`config.mk`:
```
export PLATFORM = sky130hd
export DESIGN_NAME = mem_arbiter
export DESIGN_NICKNAME = d
export VERILOG_FILES = /design/src/rtl/mem_arb_pkg.sv /design/src/rtl/mem_arb_pick.sv /design/src/rtl/mem_arbiter.sv
export SDC_FILE = /design/constraint.sdc
export NUM_CORES = 1
export LEC_CHECK = 0
export BUFFER_PORTS_ARGS = -buffer_cell sky130_fd_sc_hd__buf_2
export CAP_MARGIN = 20
export CORE_AREA = 2 2 152 154
export DETAILED_ROUTE_END_ITERATION = 8
export DIE_AREA = 0 0 154 156
export GPL_ROUTABILITY_DRIVEN = 0
export SKIP_CTS_REPAIR_TIMING = 1
export SLEW_MARGIN = 15
export SYNTH_ARGS = -nofsm -noshare
export SYNTH_HDL_FRONTEND = slang
export SYNTH_SLANG_ARGS = --single-unit
```
`constraint.sdc`:
```
create_clock -name clk -period 2.2 [get_ports clk]
set_clock_uncertainty 0.1 [all_clocks]
set_input_delay 0 -clock clk [delete_from_list [all_inputs] [get_ports clk]]
set_output_delay 0 -clock clk [all_outputs]
set_load 0.03 [all_outputs]
```
`src/rtl/mem_arb_pkg.sv`:
```
// Shared types and width helpers for the fetch/data memory arbiter.
package mem_arb_pkg;

  typedef enum logic {
    IDLE = 1'b0,
    WAIT = 1'b1
  } state_t;

  typedef enum logic {
    OWN_IF = 1'b0,
    OWN_D  = 1'b1
  } owner_t;

  // Width of the latency countdown for a given memory latency.
  function automatic int unsigned cnt_width(input int unsigned lat);
    return $clog2(lat + 1);
  endfunction

  // Width of the data-grant streak counter for a given streak limit.
  function automatic int unsigned streak_width(input int unsigned smax);
    return $clog2(smax + 1);
  endfunction

endpackage

```
`src/rtl/mem_arb_pick.sv`:
```
// Winner selection between fetch and data, with the data-streak limiter.
module mem_arb_pick
  import mem_arb_pkg::*;
#(
  parameter int unsigned STREAK_MAX = 4
) (
  input  logic clk,
  input  logic rst,
  input  logic en_i,
  input  logic if_req_i,
  input  logic d_req_i,
  output logic if_win_c,
  output logic d_win_c
);

  localparam int unsigned SW = streak_width(STREAK_MAX);
  localparam logic [SW-1:0] SMAX = SW'(STREAK_MAX);

  logic [SW-1:0] streak_q, streak_d;
  logic          limit_hit;

  assign limit_hit = (streak_q == SMAX);

  // Data wins ties unless fetch has waited through a full streak.
  always_comb begin
    if_win_c = 1'b0;
    d_win_c  = 1'b0;
    if (en_i) begin
      if (d_req_i && !(if_req_i && limit_hit)) begin
        d_win_c = 1'b1;
      end else if (if_req_i) begin
        if_win_c = 1'b1;
      end
    end
  end

  // Streak counts data grants made while fetch was waiting.
  always_comb begin
    streak_d = streak_q;
    if (if_win_c) begin
      streak_d = '0;
    end else if (d_win_c) begin
      if (!if_req_i) begin
        streak_d = '0;
      end else if (!limit_hit) begin
        streak_d = streak_q + SW'(1);
      end
    end
  end

  // Streak register.
  always_ff @(posedge clk or negedge rst) begin
    if (!rst) begin
      streak_q <= '0;
    end else begin
      streak_q <= streak_d;
    end
  end

endmodule

```
`src/rtl/mem_arbiter.sv`:
```
// Single-outstanding arbiter sharing one memory port between fetch and data.
module mem_arbiter
  import mem_arb_pkg::*;
#(
  parameter int unsigned ADDR_W     = 32,
  parameter int unsigned LAT        = 2,
  parameter int unsigned STREAK_MAX = 4
) (
  input  logic              clk,
  input  logic              rst,
  input  logic              if_req_i,
  input  logic [ADDR_W-1:0] if_addr_i,
  input  logic              if_kill_i,
  output logic              if_gnt_o,
  output logic              if_rvalid_o,
  output logic [31:0]       if_rdata_o,
  input  logic              d_req_i,
  input  logic              d_we_i,
  input  logic [ADDR_W-1:0] d_addr_i,
  input  logic [63:0]       d_wdata_i,
  output logic              d_gnt_o,
  output logic              d_rvalid_o,
  output logic [63:0]       d_rdata_o,
  output logic              mem_req_o,
  output logic              mem_we_o,
  output logic [ADDR_W-1:0] mem_addr_o,
  output logic [63:0]       mem_wdata_o,
  input  logic [63:0]       mem_rdata_i,
  output logic              busy_o
);

  localparam int unsigned CNT_W = cnt_width(LAT);
  localparam logic [CNT_W-1:0] CNT_LOAD = CNT_W'(LAT - 1);

  state_t           state_q, state_d;
  owner_t           owner_q, owner_d;
  logic [CNT_W-1:0] cnt_q, cnt_d;
  logic             store_q, store_d;
  logic             kill_q, kill_d;

  logic grant_ok, resp_cycle, if_win, d_win;

  // Grant window; gated by rst so nothing is granted while reset is held.
  assign grant_ok   = rst && ((state_q == IDLE) || (cnt_q == '0));
  assign resp_cycle = (state_q == WAIT) && (cnt_q == '0);

  mem_arb_pick #(
    .STREAK_MAX (STREAK_MAX)
  ) u_pick (
    .clk      (clk),
    .rst      (rst),
    .en_i     (grant_ok),
    .if_req_i (if_req_i),
    .d_req_i  (d_req_i),
    .if_win_c (if_win),
    .d_win_c  (d_win)
  );

  // Next-state logic and combinational memory-port / response routing.
  always_comb begin
    state_d     = state_q;
    owner_d     = owner_q;
    cnt_d       = cnt_q;
    store_d     = store_q;
    kill_d      = kill_q;
    if_gnt_o    = if_win;
    d_gnt_o     = d_win;
    mem_req_o   = if_win | d_win;
    mem_we_o    = d_win & d_we_i;
    mem_addr_o  = '0;
    mem_wdata_o = '0;
    if_rvalid_o = 1'b0;
    if_rdata_o  = '0;
    d_rvalid_o  = 1'b0;
    d_rdata_o   = '0;
    busy_o      = (state_q == WAIT);

    if (d_win) begin
      mem_addr_o  = d_addr_i;
      mem_wdata_o = d_wdata_i;
    end else if (if_win) begin
      mem_addr_o  = if_addr_i;
    end

    if (resp_cycle) begin
      if (owner_q == OWN_IF) begin
        if (!kill_q && !if_kill_i) begin
          if_rvalid_o = 1'b1;
          if_rdata_o  = mem_rdata_i[31:0];
        end
      end else begin
        d_rvalid_o = 1'b1;
        d_rdata_o  = store_q ? 64'd0 : mem_rdata_i;
      end
    end

    case (state_q)
      IDLE: ;
      WAIT: begin
        if (cnt_q == '0) begin
          state_d = IDLE;
          kill_d  = 1'b0;
        end else begin
          cnt_d  = cnt_q - CNT_W'(1);
          kill_d = kill_q | ((owner_q == OWN_IF) & if_kill_i);
        end
      end
      default: state_d = IDLE;
    endcase

    if (if_win || d_win) begin
      state_d = WAIT;
      cnt_d   = CNT_LOAD;
      owner_d = d_win ? OWN_D : OWN_IF;
      store_d = d_win & d_we_i;
      kill_d  = if_win & if_kill_i;
    end
  end

  // FSM and transaction bookkeeping registers.
  always_ff @(posedge clk or negedge rst) begin
    if (!rst) begin
      state_q <= IDLE;
      owner_q <= OWN_IF;
      cnt_q   <= '0;
      store_q <= 1'b0;
      kill_q  <= 1'b0;
    end else begin
      state_q <= state_d;
      owner_q <= owner_d;
      cnt_q   <= cnt_d;
      store_q <= store_d;
      kill_q  <= kill_d;
    end
  end

endmodule

```
# After elaboration in Yosys (flattened, before gate mapping)
# Cells that the tools add are included.
# W data, S select, Z words.
# totals
regBits	9
in_bits	198
mem_bits_ro	0
n_memories	0
latch_bits	0
ramBits	0
out_inout_bits	199
elab_cells	66
# classes
eq_ne	3
n_div	0
bitwise_logic	7
mul	0
add_sub_neg	2
n_shift	0
order_cmp	0
muxes	33
reduce_logical	15
# ops
cell	count
$mux W64	4
$mux W32	5
$mux W1	17
$mux W3	4
$mux W2	3
$logic_and A1 B1 Y1	5
$reduce_and A2 Y1	2
$reduce_bool A2 Y1	2
$add A3 B1 Y3 const B	1
$and A1 B1 Y1	3
$eq A3 B3 Y1 const B	1
$logic_not A1 Y1	3
$ne A3 B3 Y1 const B	1
$logic_not A2 Y1	1
$logic_or A1 B1 Y1	2
$ne A2 B1 Y1 const B	1
$not A1 Y1	2
$or A1 B1 Y1	2
$sub A2 B1 Y2 const B	1

# Logic depth before layout (Yosys ltp)
# Gate-level depths: netlist of run 1.
# depth
ltp_word	9
depth_mapped	7

# By module
# Synthesis of run 1 repeated with hierarchy kept, for this count alone.
# hier_totals
cells_unflattened	282
area_unflattened_um2	1929.4
# modules_own_cells
mod	area_per_inst_um2	seq_area_each_um2	n_inst	cells_per_inst
mem_arbiter	1731.7	150.1	1	261
mem_arb_pick	197.7	75.1	1	21

# Worst setup path before layout of run 1
# OpenSTA, ideal clock, no wires.
# synth_timing
kind	register to output
from	reg state_q, in the netlist busy_o
to	out if_rdata_o[15]
arrival_ns	1.779
path_buffers	1
stages_incl_launch_ff	5
slack_ns	0.321
cell_sequence	dfrtp_1 > nand2_1 > nor4_2 > clkbuf_1 > and2_1
# synth_between
elab_chain_cells	2
# synth_rtl
element	line_no	source
start: declaration	mem_arbiter.sv:35	state_t state_q, state_d;
start signal: assignment	mem_arbiter.sv:129	state_q <= state_d;
$logic_and A1 B1 Y1	mem_arbiter.sv:45	assign resp_cycle = (state_q == WAIT) && (cnt_q == '0);
$mux W32	mem_arbiter.sv:85	if (resp_cycle) begin
end: declaration	mem_arbiter.sv:16	output logic [31:0] if_rdata_o,
# No other way between the ends.

# Worst setup path after layout of run 1
# layout_timing
from	reg u_pick.streak_q[0]
to	out mem_wdata_o[52]
# layout_between
elab_chain_cells	7
# layout_rtl
element	line_no	source
start: declaration	mem_arb_pick.sv:19	logic [SW-1:0] streak_q, streak_d;
start signal: assignment	mem_arb_pick.sv:56	streak_q <= streak_d;
$eq A3 B3 Y1	mem_arb_pick.sv:22	assign limit_hit = (streak_q == SMAX);
$logic_and A1 B1 Y1	mem_arb_pick.sv:29	if (d_req_i && !(if_req_i && limit_hit)) begin
$logic_not A1 Y1	mem_arb_pick.sv:29	
$logic_and A1 B1 Y1	mem_arb_pick.sv:29	
$mux W1	mem_arb_pick.sv:29	
$mux W1	mem_arb_pick.sv:28	if (en_i) begin
$mux W64	mem_arbiter.sv:78	if (d_win) begin
end: declaration	mem_arbiter.sv:27	output logic [63:0] mem_wdata_o,
# No other way between the ends.

==> summary.txt, run 1 <==
Max clock buf depth = 2
Count leader, synth = and2_1
Setup TNS = 0 ps
Vias in the first global route = 3293
Setup crit start kind = flop
Pre-Repair DR Iteration Count = 4
Type of the setup path with the least slack = flop to output pin
Top cell type by total area after synthesis = and2_1
Number of filler instances in the final layout = 2527
Launch instance of the worst register-to-register path = cnt_q[0]
Post-synthesis net count = 549
Final WL = 13640 um
Result of the run = finished, final reports clean
Internal power contribution = 1.337 mW
Average cell area after synthesis = 6.504 sq um
Part of the total power dissipated in combinational logic = 80.6%
ANT nets after route = 0
Hold Startpoint = rst
Leak Pwr = 2.816 nW
Post-route DRC violation count = 0
Worst-Margin Slew = 474.7 ps
Final HPWL DP = 11270 um
WP data arrival = 1970 ps
Maximum ir drop on the vdd rail = 0.0002959 V
PnR Total Power = 3.259 mW
Share of total power in sequential cells = 9.7%
Yosys warning total = 0
Root Buffer Master = clkbuf_16
Die Outline Area = 24020 sq um
Global-route usage over all layers = 9.681%
Pwr/cell area = 694.7 nW/um^2
Beginning of the critical path = u_pick.streak_q[0]
Net total in the final layout = 924
Count of flip-flops with a built-in enable after synthesis = 0
Minimum period implied by the final worst setup slack = 2065 ps
Post-Syn Instances = 348
Total via count after detailed routing = 3813
Wirelength per Cell = 13.52 um
Seq/Total Area, Yosys = 9.950%
Clock power share = 9.7%
Switching share of power = 58.99%
Syn-to-layout area delta = 107.2%
Count of pins on the block boundary = 397
Clk_lat worst skew = 230 ps
HP Class = input port to flop
Standard cell core area = 22370 sq um
Wire length of the first global-routing pass = 18660 um
Dominant synthesized flop cell = dfrtp_1
Non-Filler Instances = 1009
Dpl cell area = 4583 sq um
Total setup violations reported at the end of the flow = 0
Die height = 156 um
Switching Power = 1.922 mW
Max Fclk = 484.2 MHz
Final non-filler cell area = 4691 sq um
Count of placed standard cells including taps = 1001
Die Span X = 154 um
Number of CTS-inserted buffers = 3
Effective utilization at floorplan = 10.12%
Most frequent cells after synthesis = 161 x and2_1, 35 x nand3_1, 33 x o211ai_1
Async set-or-reset flop fraction in the synthesized netlist = 100.0%
Worst-path clk slew = 40 ps
Number of buffers inserted by port buffering = 396
Crit path max fanout = 59
Share of layout cells above drive strength 1 = 57.62%
Pin count of the biggest net entering global routing = 65
FP Rows = 55
Count of state elements after synthesis = 9
Final hold violation count = 0
Synth top area share = 44.50%
Worst slew margin relative to its limit = 68.22%
Endpoint class of the critical path = output pin
Top cells by area in the synthesized netlist = and2_1 44%, o211ai_1 11%, dfrtp_1 10%
Required time of the critical path = 2100 ps
Number of antenna violations at the first check in global routing = 3
Number of DRC violations after detailed-routing iteration 0 = 170
Ratio of final minimum period to clock period = 93.88%
Routed vias/inst = 3.779
Total clock sinks = 9
CTS tree = done
Unrepaired setup endpoints after global routing = no
GR Overflow Total = 0
Synth cell types = 30
Reported max-cap violation count = 0
Final Max Slew Viols = 0
H-Tree Level Count = 1
Combined area of all synthesized cells = 2263 sq um
[registers in the layout, summed over array words and instances (netlist names)]
| name | count |
|---|---|
| owner_q | 1 |
| cnt_q | 2 |
| u_pick.streak_q | 3 |
| busy_o | 1 |
| store_q | 1 |
| kill_q | 1 |
[cell usage in the layout (no fill, tap or decap), types with 2 or more instances in the layout]
| cell | n |
|---|---|
| a21oi_1 | 32 |
| a22o_1 | 2 |
| a32o_1 | 2 |
| and2_1 | 161 |
| buf_12 | 4 |
| buf_2 | 395 |
| buf_4 | 6 |
| clkbuf_16 | 3 |
| dfrtp_1 | 9 |
| diode_2 | 2 |
| dlygate4sd3_1 | 2 |
| ha_1 | 3 |
| inv_1 | 7 |
| nand2_1 | 4 |
| nand3_1 | 35 |
| nor2_1 | 2 |
| nor2b_1 | 2 |
| nor4_4 | 2 |
| o211ai_1 | 33 |
| o21ai_0 | 3 |
[per-layer routing]
layer,track usage (%),vias up,share of wire [%]
met4,2.136,0,1.7
met5,0,-,0
met2,16.51,200,48
met3,1.611,10,7.3
li1,-,1929,-
met1,12.80,1674,43
[cells by family after synthesis]
kind of cell	after synthesis	synth area share (%)
adder cells (fa/ha/maj)	3	1.659
buffers and inverters	46	8.402
AND/OR/NAND/NOR	212	57.16
multiplexers	1	0.4975
AO/OA/AOI/OAI	77	22.33
flip-flops	9	9.950
[final timing paths]
path | to | depth (start not counted) | slack, ps
hold / removal | owner_q | 3 | 50
hold reg to reg | cnt_q[1] | 2 | 420
setup reg to reg | u_pick.streak_q[1] | 6 | 490
min in group asynchronous | busy_o | 2 | 240
setup / recovery | mem_wdata_o[52] | 7 | 130
max in group asynchronous | kill_q | 2 | 1460
[worst max-delay path: stages (launching register included)]
cell and delay (ps):
dfrtp_1 390, inv_1 60, ha_1 210, and3_2 220
nor4_4 220, buf_12 240, and2_1 170, buf_2 200
[power by group through the flow]
stage | clock network [mW] | registers [mW] | logic [mW]
3_5_place_dp | 0 | 0.317 | 2.64
3_3_place_gp | 0 | 0.312 | 2.64
5_1_grt | 0.333 | 0.326 | 2.82
6_report | 0.316 | 0.316 | 2.63
2_1_floorplan | 0 | 0.304 | 1.76
4_1_cts | 0.321 | 0.317 | 2.65
[per-stage QoR]
stage	hold slack [ps]	worst slack [ps]	util (%)
3_3_place_gp	-210.1	395.0	20.49
2_1_floorplan	-395.6	320.5	-
6_report	52.49	134.7	20.97
4_1_cts	-443.7	113.2	20.84
3_5_place_dp	-201.0	370.9	20.49
5_1_grt	80.38	4.922	20.97
[area by class of cell]
cell class	instances	area (sq um)	area share (%)
diodes	2	5.005	0.1067
clock buffers	4	78.83	1.680
well taps	285	356.6	7.602
repair buffers	408	2130	45.40
multi-input cells	293	1866	39.77
inverters	8	30.03	0.6402
flip-flops and latches	9	225.2	4.801
(Power assumes the default switching activity.)
==> run 2, diff against run 1 <==
SETUP_SLACK_MARGIN = 0.5   (was unset)
==> summary.txt, run 2 (same netlist as run 1, synthesis figures left out) <==
Result of the run = finished, final reports clean
Global-route usage over all layers = 10.50%
Non-Filler Instances = 1041
Setup crit start kind = flop
Count of pins on the block boundary = 397
Number of flip-flops in the largest register = 3
Final WL = 17640 um
Share of layout cells above drive strength 1 = 82.63%
Crit path max fanout = 5
HP Class = input port to flop
Endpoint class of the critical path = output pin
Die height = 156 um
Syn-to-layout area delta = 169.7%
Worst-Margin Slew = 433.8 ps
GR Overflow Total = 0
CTS tree = done
Die Outline Area = 24020 sq um
WP data arrival = 1940 ps
Count of placed standard cells including taps = 1003
ANT nets after route = 0
Number of filler instances in the final layout = 2422
Final hold violation count = 0
Final design utilization = 27.30%
PnR Total Power = 4.333 mW
Pwr/cell area = 709.8 nW/um^2
Required time of the critical path = 2100 ps
Pre-Repair DR Iteration Count = 4
Total setup violations reported at the end of the flow = 0
Vias in the first global route = 3518
Reported max-cap violation count = 0
Wirelength per Cell = 16.95 um
Most used cells in the layout excluding fill and tap cells = 305 x buf_2, 80 x buf_6, 78 x and2_4, 66 x and2_2, 34 x nand3_1
Wire length of the first global-routing pass = 19810 um
Standard cell core area = 22370 sq um
Clk_lat worst skew = 230 ps
Routed vias/inst = 4.008
Number of antenna violations at the first check in global routing = 4
Register bank with the most flops = u_pick.streak_q
Number of DRC violations after detailed-routing iteration 0 = 165
Worst-path clk slew = 40 ps
Worst hold-check slack = 48.05 ps
CP max stage delay = 360 ps
Max Fclk = 491.3 MHz
Final Max Slew Viols = 0
Setup TNS = 0 ps
Most common library cell in the layout ignoring fill and taps = buf_2
Max clock buf depth = 2
Minimum period implied by the final worst setup slack = 2035 ps
Leak Pwr = 3.285 nW
Worst slew margin relative to its limit = 70.95%
Post-route DRC violation count = 0
FP Rows = 55
Total via count after detailed routing = 4172
Number of buffers inserted by port buffering = 396
Maximum ir drop on the vdd rail = 0.0002735 V
Die Span X = 154 um
Total clock sinks = 9
Ratio of final minimum period to clock period = 92.52%
Final HPWL DP = 12380 um
Slowest library cell on the worst path = dfrtp_1
Root Buffer Master = clkbuf_16
Type of the setup path with the least slack = flop to output pin
Regs by FF count = u_pick.streak_q (3), cnt_q (2)
Number of CTS-inserted buffers = 3
Net total in the final layout = 956
Ordered list of cells on the worst path = inv_2, ha_4, nor2b_4, nor4_4, buf_6, buf_8, clkbuf_16, and2_2, buf_2
Pin count of the biggest net entering global routing = 71
Effective utilization at floorplan = 10.12%
Unrepaired setup endpoints after global routing = yes
H-Tree Level Count = 1
[run 2: cell count changes in the layout (fill, tap and decap cells not counted), moves of 5 or more]
cell / before / now
and2_1: 161 / 17
buf_2: 395 / 305
buf_6: 0 / 80
and2_4: 0 / 78
and2_2: 0 / 66
buf_4: 6 / 27
a21oi_1: 32 / 13
a21oi_2: 0 / 19
clkbuf_16: 3 / 13
buf_8: 0 / 5
[run 2: power breakdown]
part / leakage (nW) / internal [mW] / switching (mW) / total (mW)
combinational: 3.14 / 1.60 / 2.08 / 3.68
sequential: 0.111 / 0.243 / 0.0851 / 0.328
clock: 0.0382 / 0.242 / 0.0798 / 0.322
total: 3.28 / 2.08 / 2.25 / 4.33
[run 2: path summary, 6_finish.rpt]
kind                                         start            endpoint  slack, ps  depth (start not counted)
worst max-delay path                      cnt_q[0]     mem_wdata_o[52]        160                          9
worst min-delay path                           rst              busy_o         50                          3
worst max register to register  u_pick.streak_q[0]  u_pick.streak_q[1]        410                          8
worst min register to register            cnt_q[1]            cnt_q[1]        420                          2
max in group asynchronous                      rst              busy_o       1450                          2
min in group asynchronous                      rst              kill_q        230                          2
[run 2: cell type report]
| type | instances | area, sq um | area share [%] |
|---|---|---|---|
| clock buffers | 4 | 78.83 | 1.291 |
| repair buffers | 440 | 3133 | 51.32 |
| multi-input cells | 293 | 2275 | 37.26 |
| diodes | 2 | 5.005 | 0.08198 |
| flip-flops and latches | 9 | 226.5 | 3.710 |
| well taps | 285 | 356.6 | 5.841 |
| inverters | 8 | 30.03 | 0.4919 |
[run 2: metrics by stage]
step / setup WS [ps] / cell area [sq um]
finish: 164.7 / 6105
global route: 75.29 / 6105
CTS: 113.8 / 4938
detailed placement: 380.0 / 4860
global placement: 423.9 / 4860
floorplan: 398.4 / 2576
[run 2: worst max-delay path: cells and delay by family (launching register included)]
family        cells  cell delay (ps)
simple gates      3              420
buf+inv           5              720
fa+ha+maj         1              180
flops             1              360
[run 2: routing by layer]
metal	routed length (um)	track usage (%)	part of all wire [%]	vias up
met3	1214	1.917	6.9	14
met1	6797	12.65	39	1944
met2	9389	19.77	53	217
met5	0	0	0	-
li1	-	-	-	1997
met4	241	1.469	1.4	0
==> run 3, diff against run 2 <==
CTS_BUF_LIST = sky130_fd_sc_hd__clkbuf_2 sky130_fd_sc_hd__clkbuf_4 sky130_fd_sc_hd__clkbuf_8   (was unset)
==> summary.txt, run 3 (same netlist as run 1, synthesis figures left out) <==
Number of CTS-inserted buffers = 3
FF-to-FF End = u_pick.streak_q[1]
Regs by FF count = u_pick.streak_q (3), cnt_q (2)
Die Span X = 154 um
Endpoint class of the critical path = output pin
Register-to-register setup slack = 490 ps
Die Outline Area = 24020 sq um
Place WS = 380.0 ps
Crit path max fanout = 35
Leak Pwr = 3.218 nW
Pre-Repair DR Iteration Count = 4
Combined buffer and inverter count along the critical path = 4
Dpl cell area = 4860 sq um
Root Buffer Master = clkbuf_8
Worst-path clk slew = 40 ps
WP data arrival = 1960 ps
Number of flip-flops in the largest register = 3
Clk_lat worst skew = 230 ps
H-Tree Level Count = 1
Wirelength per Cell = 16.48 um
Global-route usage over all layers = 10.48%
Ratio of final minimum period to clock period = 93.57%
Max Fclk = 485.8 MHz
Net total in the final layout = 951
Share of layout cells above drive strength 1 = 82.64%
Worst-Margin Slew = 424.6 ps
Maximum ir drop on the vdd rail = 0.0002328 V
Register bank with the most flops = u_pick.streak_q
Wire length on met3 = 1122 um
Pwr/cell area = 681.7 nW/um^2
CP max stage delay = 380 ps
Number of buffers inserted by port buffering = 396
Min-Delay Endpoint = busy_o
Type of the setup path with the least slack = flop to output pin
Number of antenna violations at the first check in global routing = 4
Worst hold-check slack = 42.66 ps
Uppermost layer routed = met4
Wire length on met1 = 6659 um
Hold Crit Depth = 3
Count of pins on the block boundary = 397
Vias in the first global route = 3510
CTS tree = done
FP Rows = 55
Pin count of the biggest net entering global routing = 71
Count of placed standard cells including taps = 1003
Final design utilization = 26.27%
Most common library cell in the layout ignoring fill and taps = buf_2
ANT nets after route = 0
Post-route DRC violation count = 0
Depth of the most critical reg-to-reg path = 7
Total clock sinks = 9
Most used cells in the layout excluding fill and tap cells = 329 x buf_2, 80 x and2_2, 69 x buf_6, 66 x and2_4, 34 x nand3_1
Unrepaired setup endpoints after global routing = yes
Most repeated library cell on the critical path = buf_6
Final WL = 17070 um
HP Class = input port to flop
Total via count after detailed routing = 4105
Number of DRC violations after detailed-routing iteration 0 = 172
Launch instance of the worst register-to-register path = u_pick.streak_q[0]
Result of the run = finished, final reports clean
PnR Total Power = 4.006 mW
Number of gates on the worst path with buffers counted = 8
Setup TNS = 0 ps
Effective utilization at floorplan = 10.12%
Routed wire length on met2 = 9040 um
Total setup violations reported at the end of the flow = 0
Die height = 156 um
GR Overflow Total = 0
Final Worst Setup Slack = 141.4 ps
Hold Startpoint = rst
Required time of the critical path = 2100 ps
Worst slew margin relative to its limit = 71.60%
Non-Filler Instances = 1036
Ordered list of cells on the worst path = inv_1, ha_2, and3_4, nor4_4, buf_6, buf_6, and2_2, buf_2
Slowest library cell on the worst path = dfrtp_1
Max clock buf depth = 2
Wire length of the first global-routing pass = 19770 um
Syn-to-layout area delta = 159.6%
Minimum period implied by the final worst setup slack = 2059 ps
Standard cell core area = 22370 sq um
Final Max Slew Viols = 0
Final hold violation count = 0
Final HPWL DP = 12380 um
Cell family with most CP delay = buffers and inverters
Final non-filler cell area = 5876 sq um
Reported max-cap violation count = 0
Setup crit start kind = flop
Routed vias/inst = 3.962
==> run 3: changes by cell type in the layout (fill, tap and decap cells not counted), sizes merged <==
cell,delta
buf,+1
clkbuf,-6
==> run 3: per-layer routing <==
layer / global-route usage, % / up-vias
li1: - / 1988
met3: 1.917 / 16
met5: 0 / -
met2: 19.75 / 218
met1: 12.61 / 1883
met4: 1.469 / 0
==> run 3: worst max-delay path by stage <==
stage                             from               to  slack, ps
floorplan           u_pick.streak_q[0]   mem_addr_o[29]        400
global placement    u_pick.streak_q[0]  mem_wdata_o[45]        420
detailed placement  u_pick.streak_q[0]  mem_wdata_o[22]        380
CTS                 u_pick.streak_q[0]  mem_wdata_o[22]        120
global route        u_pick.streak_q[0]  mem_wdata_o[21]         40
finish              u_pick.streak_q[0]  mem_wdata_o[21]        140
==> run 3: area by class of cell <==
type / instances / area, sq um
clock buffer: 4 / 48.80
timing repair buffer: 435 / 2962
multi-input combinational: 293 / 2247
tap: 285 / 356.6
fill: 2446 / 16490
inverter: 8 / 30.03
sequential: 9 / 226.5
antenna: 2 / 5.005
==> run 3: worst min-delay path, stage by stage <==
cell and delay, ps:
buf_2 140, o21ai_0 110, nand2_1 80
==> run 3: where the power goes <==
group	leakage (nW)	switching [mW]	internal (mW)
Clock	0.0262	0.0672	0.139
Combinational	3.08	2.02	1.45
Sequential	0.111	0.0813	0.242
Total	3.22	2.17	1.84
